--- config.mk ---
export PLATFORM = sky130hd
export DESIGN_NAME = bram_port_arbiter
export DESIGN_NICKNAME = d
export VERILOG_FILES = /design/src/rtl/bram_arb_pkg.sv /design/src/rtl/rr_burst_sched.sv /design/src/rtl/bram_port_arbiter.sv
export SDC_FILE = /design/constraint.sdc
export NUM_CORES = 1
export LEC_CHECK = 0
export CAP_MARGIN = 15
export CORE_AREA = 2 2 98 76
export DETAILED_ROUTE_END_ITERATION = 6
export DIE_AREA = 0 0 100 78
export HOLD_SLACK_MARGIN = 0.02
export PLACE_DENSITY = 0.83
export SLEW_MARGIN = 5
export SYNTH_ARGS = -nofsm -noshare
export SYNTH_HDL_FRONTEND = slang
export SYNTH_SLANG_ARGS = --single-unit
--- constraint.sdc ---
create_clock -name clk -period 3.9 [get_ports clk]
set_input_delay 0.585 -clock clk [delete_from_list [all_inputs] [get_ports clk]]
set_output_delay 0.585 -clock clk [all_outputs]
set_load 0.02 [all_outputs]
--- src/rtl/bram_arb_pkg.sv ---
// rtl/bram_arb_pkg.sv - shared owner/state encodings for the BRAM port arbiter
package bram_arb_pkg;

  typedef enum logic [1:0] {
    OWN_NONE = 2'd0,
    OWN_A    = 2'd1,
    OWN_B    = 2'd2
  } owner_e;

  typedef enum logic [1:0] {
    ST_IDLE  = 2'd0,
    ST_OWN_A = 2'd1,
    ST_OWN_B = 2'd2
  } state_e;

  localparam int BURST_W = 4;

endpackage

--- src/rtl/rr_burst_sched.sv ---
// rtl/rr_burst_sched.sv - round-robin scheduler with bounded burst per owner
module rr_burst_sched
  import bram_arb_pkg::*;
#(
  parameter int BURST_MAX = 4
) (
  input  logic       clk,
  input  logic       rst_n,
  input  logic       a_req_i,
  input  logic       b_req_i,
  output logic [1:0] gnt_o
);

  localparam logic [BURST_W-1:0] BMAX = BURST_W'(BURST_MAX);

  state_e               state_q;
  owner_e               last_q;
  logic [BURST_W-1:0]   cnt_q;
  logic                 burst_full;

  assign burst_full = (cnt_q >= BMAX);

  // gnt_o is {b, a}; a contested owner yields only once its burst is spent
  always_comb begin
    gnt_o = 2'b00;
    if (a_req_i && b_req_i) begin
      case (state_q)
        ST_OWN_A: gnt_o = burst_full ? 2'b10 : 2'b01;
        ST_OWN_B: gnt_o = burst_full ? 2'b01 : 2'b10;
        default:  gnt_o = (last_q == OWN_A) ? 2'b10 : 2'b01;
      endcase
    end else if (a_req_i) begin
      gnt_o = 2'b01;
    end else if (b_req_i) begin
      gnt_o = 2'b10;
    end
  end

  always_ff @(posedge clk or negedge rst_n) begin
    if (!rst_n) begin
      state_q <= ST_IDLE;
      last_q  <= OWN_B;
      cnt_q   <= '0;
    end else if (gnt_o[0]) begin
      last_q  <= OWN_A;
      state_q <= ST_OWN_A;
      if (state_q == ST_OWN_A) cnt_q <= burst_full ? cnt_q : cnt_q + BURST_W'(1);
      else                     cnt_q <= BURST_W'(1);
    end else if (gnt_o[1]) begin
      last_q  <= OWN_B;
      state_q <= ST_OWN_B;
      if (state_q == ST_OWN_B) cnt_q <= burst_full ? cnt_q : cnt_q + BURST_W'(1);
      else                     cnt_q <= BURST_W'(1);
    end else begin
      state_q <= ST_IDLE;
      cnt_q   <= '0;
    end
  end

endmodule

--- src/rtl/bram_port_arbiter.sv ---
// rtl/bram_port_arbiter.sv - two-requester arbiter owning one single-port BRAM
module bram_port_arbiter
  import bram_arb_pkg::*;
#(
  parameter int ADDR_W    = 10,
  parameter int DATA_W    = 16,
  parameter int BURST_MAX = 4
) (
  input  logic              clk,
  input  logic              rst_n,
  input  logic              a_req,
  input  logic              a_we,
  input  logic [ADDR_W-1:0] a_addr,
  input  logic [DATA_W-1:0] a_wdata,
  output logic              a_gnt,
  output logic              a_rvalid,
  output logic [DATA_W-1:0] a_rdata,
  input  logic              b_req,
  input  logic              b_we,
  input  logic [ADDR_W-1:0] b_addr,
  input  logic [DATA_W-1:0] b_wdata,
  output logic              b_gnt,
  output logic              b_rvalid,
  output logic [DATA_W-1:0] b_rdata,
  output logic              mem_we,
  output logic [ADDR_W-1:0] mem_addr,
  output logic [DATA_W-1:0] mem_din,
  input  logic [DATA_W-1:0] mem_dout
);

  logic [1:0]        gnt;
  logic [ADDR_W-1:0] addr_q;
  logic [DATA_W-1:0] din_q;
  logic              rd_pend_q;
  owner_e            rd_tag_q;
  logic [DATA_W-1:0] a_hold_q;
  logic [DATA_W-1:0] b_hold_q;

  rr_burst_sched #(.BURST_MAX(BURST_MAX)) u_sched (
    .clk     (clk),
    .rst_n   (rst_n),
    .a_req_i (a_req),
    .b_req_i (b_req),
    .gnt_o   (gnt)
  );

  assign a_gnt = gnt[0];
  assign b_gnt = gnt[1];

  // Idle cycles replay the last address so the RAM pins never glitch
  always_comb begin
    mem_we   = 1'b0;
    mem_addr = addr_q;
    mem_din  = din_q;
    if (gnt[0]) begin
      mem_we   = a_we;
      mem_addr = a_addr;
      mem_din  = a_wdata;
    end else if (gnt[1]) begin
      mem_we   = b_we;
      mem_addr = b_addr;
      mem_din  = b_wdata;
    end
  end

  assign a_rvalid = rd_pend_q && (rd_tag_q == OWN_A);
  assign b_rvalid = rd_pend_q && (rd_tag_q == OWN_B);
  assign a_rdata  = a_rvalid ? mem_dout : a_hold_q;
  assign b_rdata  = b_rvalid ? mem_dout : b_hold_q;

  always_ff @(posedge clk or negedge rst_n) begin
    if (!rst_n) begin
      addr_q    <= '0;
      din_q     <= '0;
      rd_pend_q <= 1'b0;
      rd_tag_q  <= OWN_NONE;
      a_hold_q  <= '0;
      b_hold_q  <= '0;
    end else begin
      addr_q    <= mem_addr;
      din_q     <= mem_din;
      rd_pend_q <= (|gnt) && !mem_we;
      rd_tag_q  <= gnt[0] ? OWN_A : (gnt[1] ? OWN_B : OWN_NONE);
      if (a_rvalid) a_hold_q <= mem_dout;
      if (b_rvalid) b_hold_q <= mem_dout;
    end
  end

endmodule

==> metrics.md, run 1 <==
| Metric | Value |
|---|---|
| Post-DP HPWL | 5300 microns |
| Die area | 7800 sq um |
| Initial antenna violation count | 0 |
| Relative slew slack | between 40% and 50% |
| Final period utilization | approximately 93% |
| Drt pass-1 iters | 4 |
| Longest Clk Path Bufs | 2 |
| Worst Path Max Fanout | 37 |
| Crit path arrival time | 3.06 ns |
| Fillers | approximately 520 |
| CP Class | reg2out |
| Ports | about 140 |
| Synthesized instance count | 234 |
| Min Clock Period, post-route | between 3 and 4 ns |
| Post-CTS Hold Buffers | 0 |
| H-tree Lvls | 3 |
| Critical path's top delay family | buffers and inverters |
| GRT Overall Usage | between 10% and 20% |
| Number of global-route vias before repair | ~2,400 |
| Hold Fails Final Rpt | 0 |
| Status | finished clean |
| Core Rows | 26 |
| Hold Crit Class | in2async |
| Final Skew | 0.0103 ns |
| Max VDD drop | between 400 and 500 uV |
| Synth Cell Area | 2930 sq um |
| CP required | ~3.3 ns |
| Post-Syn Nets | roughly 310 |
| RSZ-0062 raised after global routing | no |
| Routability congestion estimate from global placement | around 0.74 |
| PD cells | ~810 nW/um^2 |
| Slowest-stage cell, CP | clkdlybuf4s50_1 |
| Core Region | between 6000 and 7000 sq um |
| Most frequent cells in the layout | clkdlybuf4s50_1 (135), dfrtp_1 (66), nand2_1 (33) |
| Ys Warns | 0 |
| First-pass GRT wire length | about 12,000 microns |
| Commonest non-fill, non-tap cell in the layout | clkdlybuf4s50_1 |
| Pre-CTS setup slack | approximately 0.26 ns |
| Number of library cell types mapped by synthesis | 30 |
| Routed length per placed instance | around 16 microns |
| FF+latch count, synth | between 60 and 70 |
| Detailed Route WL | between 7000 and 8000 microns |
| Area Overhead vs Synth | 54.5% |
| Critical-path cell list | inv_1 > ha_1 > or3b_1 > a21oi_2 > o21ai_2 > inv_2 > buf_12 > nand2_1 > o21ai_1 > clkdlybuf4s50_1 |
| CP peak stage delay | 0.65 ns |
| Endpoint class of the critical path | output pin |
| Hold Slack | about 0.19 ns |
| Starting density of the core | between 40% and 50% |
| Register area share after synthesis | 57.2% |
| CP Launch Type | flip-flop |
| DRC | 0 |
| Slew @ Worst Pin | 0.777 ns |
| CP bufs+invs | 4 |
| Layout cells sized above 1 | between 15 and 20% |
| ANT cells | 0 |
| Avg Cell Area, Syn | between 10 and 15 sq um |
| Non-Filler Instances | 461 |
| Via count | 2,256 |
| P_leak | between 1.5 and 2 nW |
| Root Driver | clkbuf_8 |
| Clk sinks | between 60 and 70 |
| Fmax | between 200 and 300 MHz |
| Fin Setup TNS | 0 ns |
| Initial detailed-routing violation count | between 60 and 70 |
| Placed cells | ~450 |
| Buffers on Ports | between 100 and 150 |
| Total CTS buffers | 9 |
| GRT overflow | 0 |
| Worst reg2reg startpoint | u_sched.state_q[1] |
| Width of the die | about 100 microns |
| Vias/cell | 4.89 |
| Clock latency on the worst-skew pair | roughly 0.34 ns |
| Slew Limit Fails | 0 |
| Final nets | 452 |
| Clk slew on worst S/H paths | about 0.07 ns |
| # Max-Cap Violations | 0 |
| Final setup vio count | 0 |
| Final setup margin | ~0.25 ns |
| Worst Setup SP | u_sched.state_q[1] |
| TritonCTS clock tree | done |
| Pin count of the biggest net entering global routing | 52 |
| Routed Antenna Nets | 0 |
| Die Y | 78 microns |
==> state kept, by name (all words and copies together) (netlist names) <==
name	flops
rd_pend_q	1
a_hold_q	16
u_sched.state_q	2
u_sched.cnt_q	4
b_hold_q	16
addr_q	10
u_sched.last_q	2
din_q	16
==> cell usage after synthesis <==
cell | number | share of area, %
a21oi_2 | 1 | 0.30
dfrtp_1 | 66 | 56
buf_2 | 3 | 0.51
o21ai_0 | 3 | 0.51
nand2b_1 | 2 | 0.43
nand2_1 | 33 | 4.2
o21ai_2 | 1 | 0.30
nor2_1 | 5 | 0.64
mux2_2 | 32 | 12
buf_12 | 2 | 1.4
a22oi_1 | 2 | 0.51
xnor2_1 | 1 | 0.30
clkbuf_1 | 2 | 0.26
a22o_1 | 2 | 0.60
inv_1 | 6 | 0.77
buf_4 | 1 | 0.26
clkbuf_4 | 1 | 0.26
nor2b_1 | 1 | 0.21
buf_6 | 2 | 0.77
o21ai_4 | 1 | 0.55
dfstp_2 | 1 | 0.90
or3b_1 | 1 | 0.30
a21oi_1 | 2 | 0.34
o31ai_2 | 1 | 0.43
a211oi_2 | 1 | 0.43
inv_2 | 2 | 0.26
o21ai_1 | 26 | 4.4
o21a_1 | 2 | 0.51
ha_1 | 5 | 2.1
mux2i_1 | 26 | 8.9
==> repair_timing <==
| item | CTS | global route |
|---|---|---|
| setup buffers | 0 | 0 |
| endpoints found under the setup margin | 0 | 26 |
| resized for setup | 0 | 1 |
==> through the flow <==
stage | area (sq um) | utilization, % | power, mW
final | 4530 | 67.0 | 3.68
after global routing | 4530 | 67.0 | 3.90
after CTS | 4500 | 66.6 | 3.72
after detailed placement | 4320 | 63.9 | 3.16
after global placement | 4320 | 63.9 | 3.11
after floorplan | 2930 | - | 2.31
==> path summary, 6_finish.rpt <==
kind / endpoint / slack, ns / cells after the start
worst max-delay path: mem_addr[8] / 0.25 / 10
worst min-delay path: din_q[11] / 0.19 / 1
worst max register to register: u_sched.cnt_q[1] / 1.67 / 9
worst min register to register: u_sched.last_q[0] / 0.47 / 2
max in group asynchronous: a_hold_q[12] / 2.86 / 3
min in group clk: u_sched.last_q[0] / 0.47 / 2
==> power breakdown <==
part | leakage (nW) | switching [mW] | internal (mW)
sequential | 0.799 | 0.0932 | 1.02
combinational | 1.09 | 1.03 | 0.987
clock | 0.0881 | 0.258 | 0.289
==> layout make-up <==
type	count	area [sq um]	area share [%]
Timing Repair Buffer	139	1400	31.0
Clock inverter	5	55.1	1.22
Sequential cell	67	1680	37.0
Multi-Input combinational cell	148	1130	25.0
Tap cell	84	105	2.32
Clock buffer	10	128	2.82
Inverter	8	30.0	0.663
==> cell families after synthesis <==
| group | after synthesis | share of synthesized area, % |
|---|---|---|
| adder cells (fa/ha/maj) | 5 | 2.13 |
| AO/OA/AOI/OAI | 42 | 8.92 |
| XOR/XNOR | 1 | 0.299 |
| multiplexers | 58 | 21.2 |
| flip-flops | 67 | 57.2 |
| AND/OR/NAND/NOR | 42 | 5.80 |
| buffers and inverters | 19 | 4.44 |
==> per-layer routing <==
metal / global-route usage, % / share of wire [%]
met3: 8.29 / 8.7
met2: 32.2 / 49
met1: 23.1 / 41
met4: 6.30 / 1.4
met5: 0 / 0
No activity file was read; power rests on OpenSTA's default activity.
==> run 2: changes to the inputs <==
--- a/config.mk
+++ b/config.mk
@@ -6,11 +6,12 @@
 export NUM_CORES = 1
 export LEC_CHECK = 0
 export CAP_MARGIN = 15
-export CORE_AREA = 2 2 98 76
+export CORE_AREA = 2 2 96 75
+export CTS_BUF_LIST = sky130_fd_sc_hd__clkbuf_2
 export DETAILED_ROUTE_END_ITERATION = 6
-export DIE_AREA = 0 0 100 78
+export DIE_AREA = 0 0 98 77
 export HOLD_SLACK_MARGIN = 0.02
-export PLACE_DENSITY = 0.83
+export PLACE_DENSITY = 0.86
 export SLEW_MARGIN = 5
 export SYNTH_ARGS = -nofsm -noshare
 export SYNTH_HDL_FRONTEND = slang
==> run 2 against run 1 <==
Global-route usage increased by 0.41 points. Largest power group unchanged. Highest routed layer unchanged. Non-clock buffer count decreased by 1. Sequential share of layout area increased by 0.20 points. Clock-buffer cell count decreased by 1.
==> metrics.md, run 2 (same netlist as run 1, synthesis figures left out) <==
| Metric | Value |
|---|---|
| Combinational power share | a little under three fifths |
| TritonCTS clock tree | done |
| Drt pass-1 iters | 4 |
| Fmax | ~270 MHz |
| Placed cells | between 400 and 500 |
| Register area | between 1500 and 2000 sq um |
| Worst setup endpoint | mem_din[4] |
| Detailed Route WL | approximately 7300 microns |
| Slowest-stage cell, CP | clkdlybuf4s50_1 |
| ANT cells | 0 |
| # Max-Cap Violations | 0 |
| P_leak | ~2.1 nW |
| Final nets | around 450 |
| Crit path arrival time | around 3.1 ns |
| Relative slew slack | between 40% and 50% |
| Status | finished clean |
| Ports | about 140 |
| R2R depth | 7 |
| Buffers on Ports | 136 |
| Vias/cell | approximately 4.9 |
| Commonest non-fill, non-tap cell in the layout | clkdlybuf4s50_1 |
| Routability congestion estimate from global placement | 0.829 |
| Clock latency on the worst-skew pair | approximately 0.5 ns |
| GRT Overall Usage | ~20% |
| CP peak stage delay | roughly 0.64 ns |
| Final Skew | roughly 0.028 ns |
| Worst reg2reg startpoint | u_sched.state_q[1] |
| Hold Crit Class | in2async |
| Flop pwr share | 31.3% |
| Width of the die | roughly 100 microns |
| Core Region | between 6000 and 7000 sq um |
| Net Sw Frac | between 30% and 40% |
| Slew Limit Fails | 0 |
| Die Y | approximately 77 microns |
| Max VDD drop | ~480 uV |
| Fin Setup TNS | 0 ns |
| First-pass GRT wire length | 11,800 microns |
| Sw Pwr | 1.40 mW |
| Layout cells sized above 1 | between 15 and 20% |
| Total CTS buffers | 9 |
| Worst R2R End | din_q[4] |
| Fillers | 512 |
| Endpoint class of the critical path | output pin |
| CP Class | reg2out |
| Hold Fails Final Rpt | 0 |
| H-tree Lvls | 3 |
| GRT overflow | 0 |
| Die area | approximately 7500 sq um |
| Slew @ Worst Pin | 0.812 ns |
| Clk sinks | 67 |
| Post-DP HPWL | between 5000 and 6000 microns |
| Regs by FF count | a_hold_q: 16 flops, b_hold_q: 16 flops, din_q: 16 flops |
| Fin util | ~68% |
| Longest Clk Path Bufs | 2 |
| Initial antenna violation count | 0 |
| RSZ-0062 raised after global routing | no |
| Clk slew on worst S/H paths | around 0.2 ns |
| Setup slack, reg-to-reg | between 1.5 and 2 ns |
| DRC | 0 |
| Critical-path cell list | inv_1 > ha_1 > or3b_1 > a21oi_2 > o21ai_2 > inv_4 > buf_12 > nand2_1 > o21ai_1 > clkdlybuf4s50_1 |
| Pin count of the biggest net entering global routing | 44 |
| Final period utilization | between 90% and 100% |
| Initial detailed-routing violation count | 36 |
| Final setup vio count | 0 |
| Area of the multi-input gates | around 1100 sq um |
| Clock share of power | 11.7% |
| Worst Path Max Fanout | between 40 and 50 |
| Starting density of the core | 44.4% |
| Routed Antenna Nets | 0 |
| CP required | ~3.3 ns |
| Post-CTS Setup Bufs | 0 |
| Via count | between 2,000 and 2,500 |
| PD cells | approximately 790 nW/um^2 |
| Routed length per placed instance | approximately 16 microns |
| Fin area | about 4500 sq um |
| CP Launch Type | flip-flop |
| Non-Filler Instances | between 400 and 500 |
| Worst Setup SP | u_sched.state_q[1] |
| Area Overhead vs Synth | 53.7% |
| Post-DP Area | 4320 sq um |
| Core Rows | 26 |
| Number of global-route vias before repair | between 2,000 and 2,500 |
| P_int | 2.15 mW |
| Root Driver | clkbuf_2 |
| Min Clock Period, post-route | around 3.7 ns |
| Most frequent cells in the layout | clkdlybuf4s50_1 (119), dfrtp_1 (66), nand2_1 (33) |
[run 2: cell type report]
class                      instances  area share, %
clock buffer                       9          0.999
clock inverter                     7           1.69
inverter                           8          0.722
multi-input combinational        149           25.4
sequential                        67           37.2
tap                               84           2.33
timing repair buffer             138           31.6
[run 2: worst min path at each step]
stage	start	to	cells past startpoint
6_report	rst_n	addr_q[6]	1
2_1_floorplan	rst_n	a_hold_q[0]	0
3_5_place_dp	u_sched.last_q[0]	u_sched.last_q[0]	2
5_1_grt	rst_n	addr_q[6]	1
3_3_place_gp	u_sched.last_q[0]	u_sched.last_q[0]	2
4_1_cts	rst_n	addr_q[6]	1
[run 2: power groups by stage]
stage / Clock, mW / Combinational, mW / Sequential, mW
6_report: 0.413 / 2.02 / 1.11
5_1_grt: 0.457 / 2.16 / 1.15
4_1_cts: 0.435 / 2.04 / 1.12
3_5_place_dp: 0 / 2.02 / 1.14
3_3_place_gp: 0 / 2.00 / 1.11
2_1_floorplan: 0 / 1.21 / 1.10
[run 2: metrics by stage]
stage | worst slack (ns) | hold slack [ns] | power, mW
6_report | 0.193 | 0.145 | 3.55
5_1_grt | 0.00279 | 0.135 | 3.76
4_1_cts | 0.0233 | 0.110 | 3.59
3_5_place_dp | 0.290 | 0.456 | 3.16
3_3_place_gp | 0.319 | 0.451 | 3.11
2_1_floorplan | 1.44 | 0.289 | 2.31
[run 2: worst max-delay path, delay by kind of cell (launching register included)]
family	cells	cell delay, ns
AO/OA/AOI/OAI	3	0.42
adder cells (fa/ha/maj)	1	0.18
buffers and inverters	4	1.13
flip-flops	1	0.44
AND/OR/NAND/NOR	2	0.44
[run 2: per-layer routing]
layer	GRT usage (%)	part of all wire (%)
met2	33.8	50
met1	23.6	42
met4	5.69	0.84
met3	7.75	6.8
met5	0	0
[run 2: repair_timing]
action / in CTS / in global routing
pin swaps: 0 / 1
setup endpoints to repair: 26 / 25
gates resized for setup: 1 / 19
gates cloned: 0 / 1
hold buffers: 0 / 0
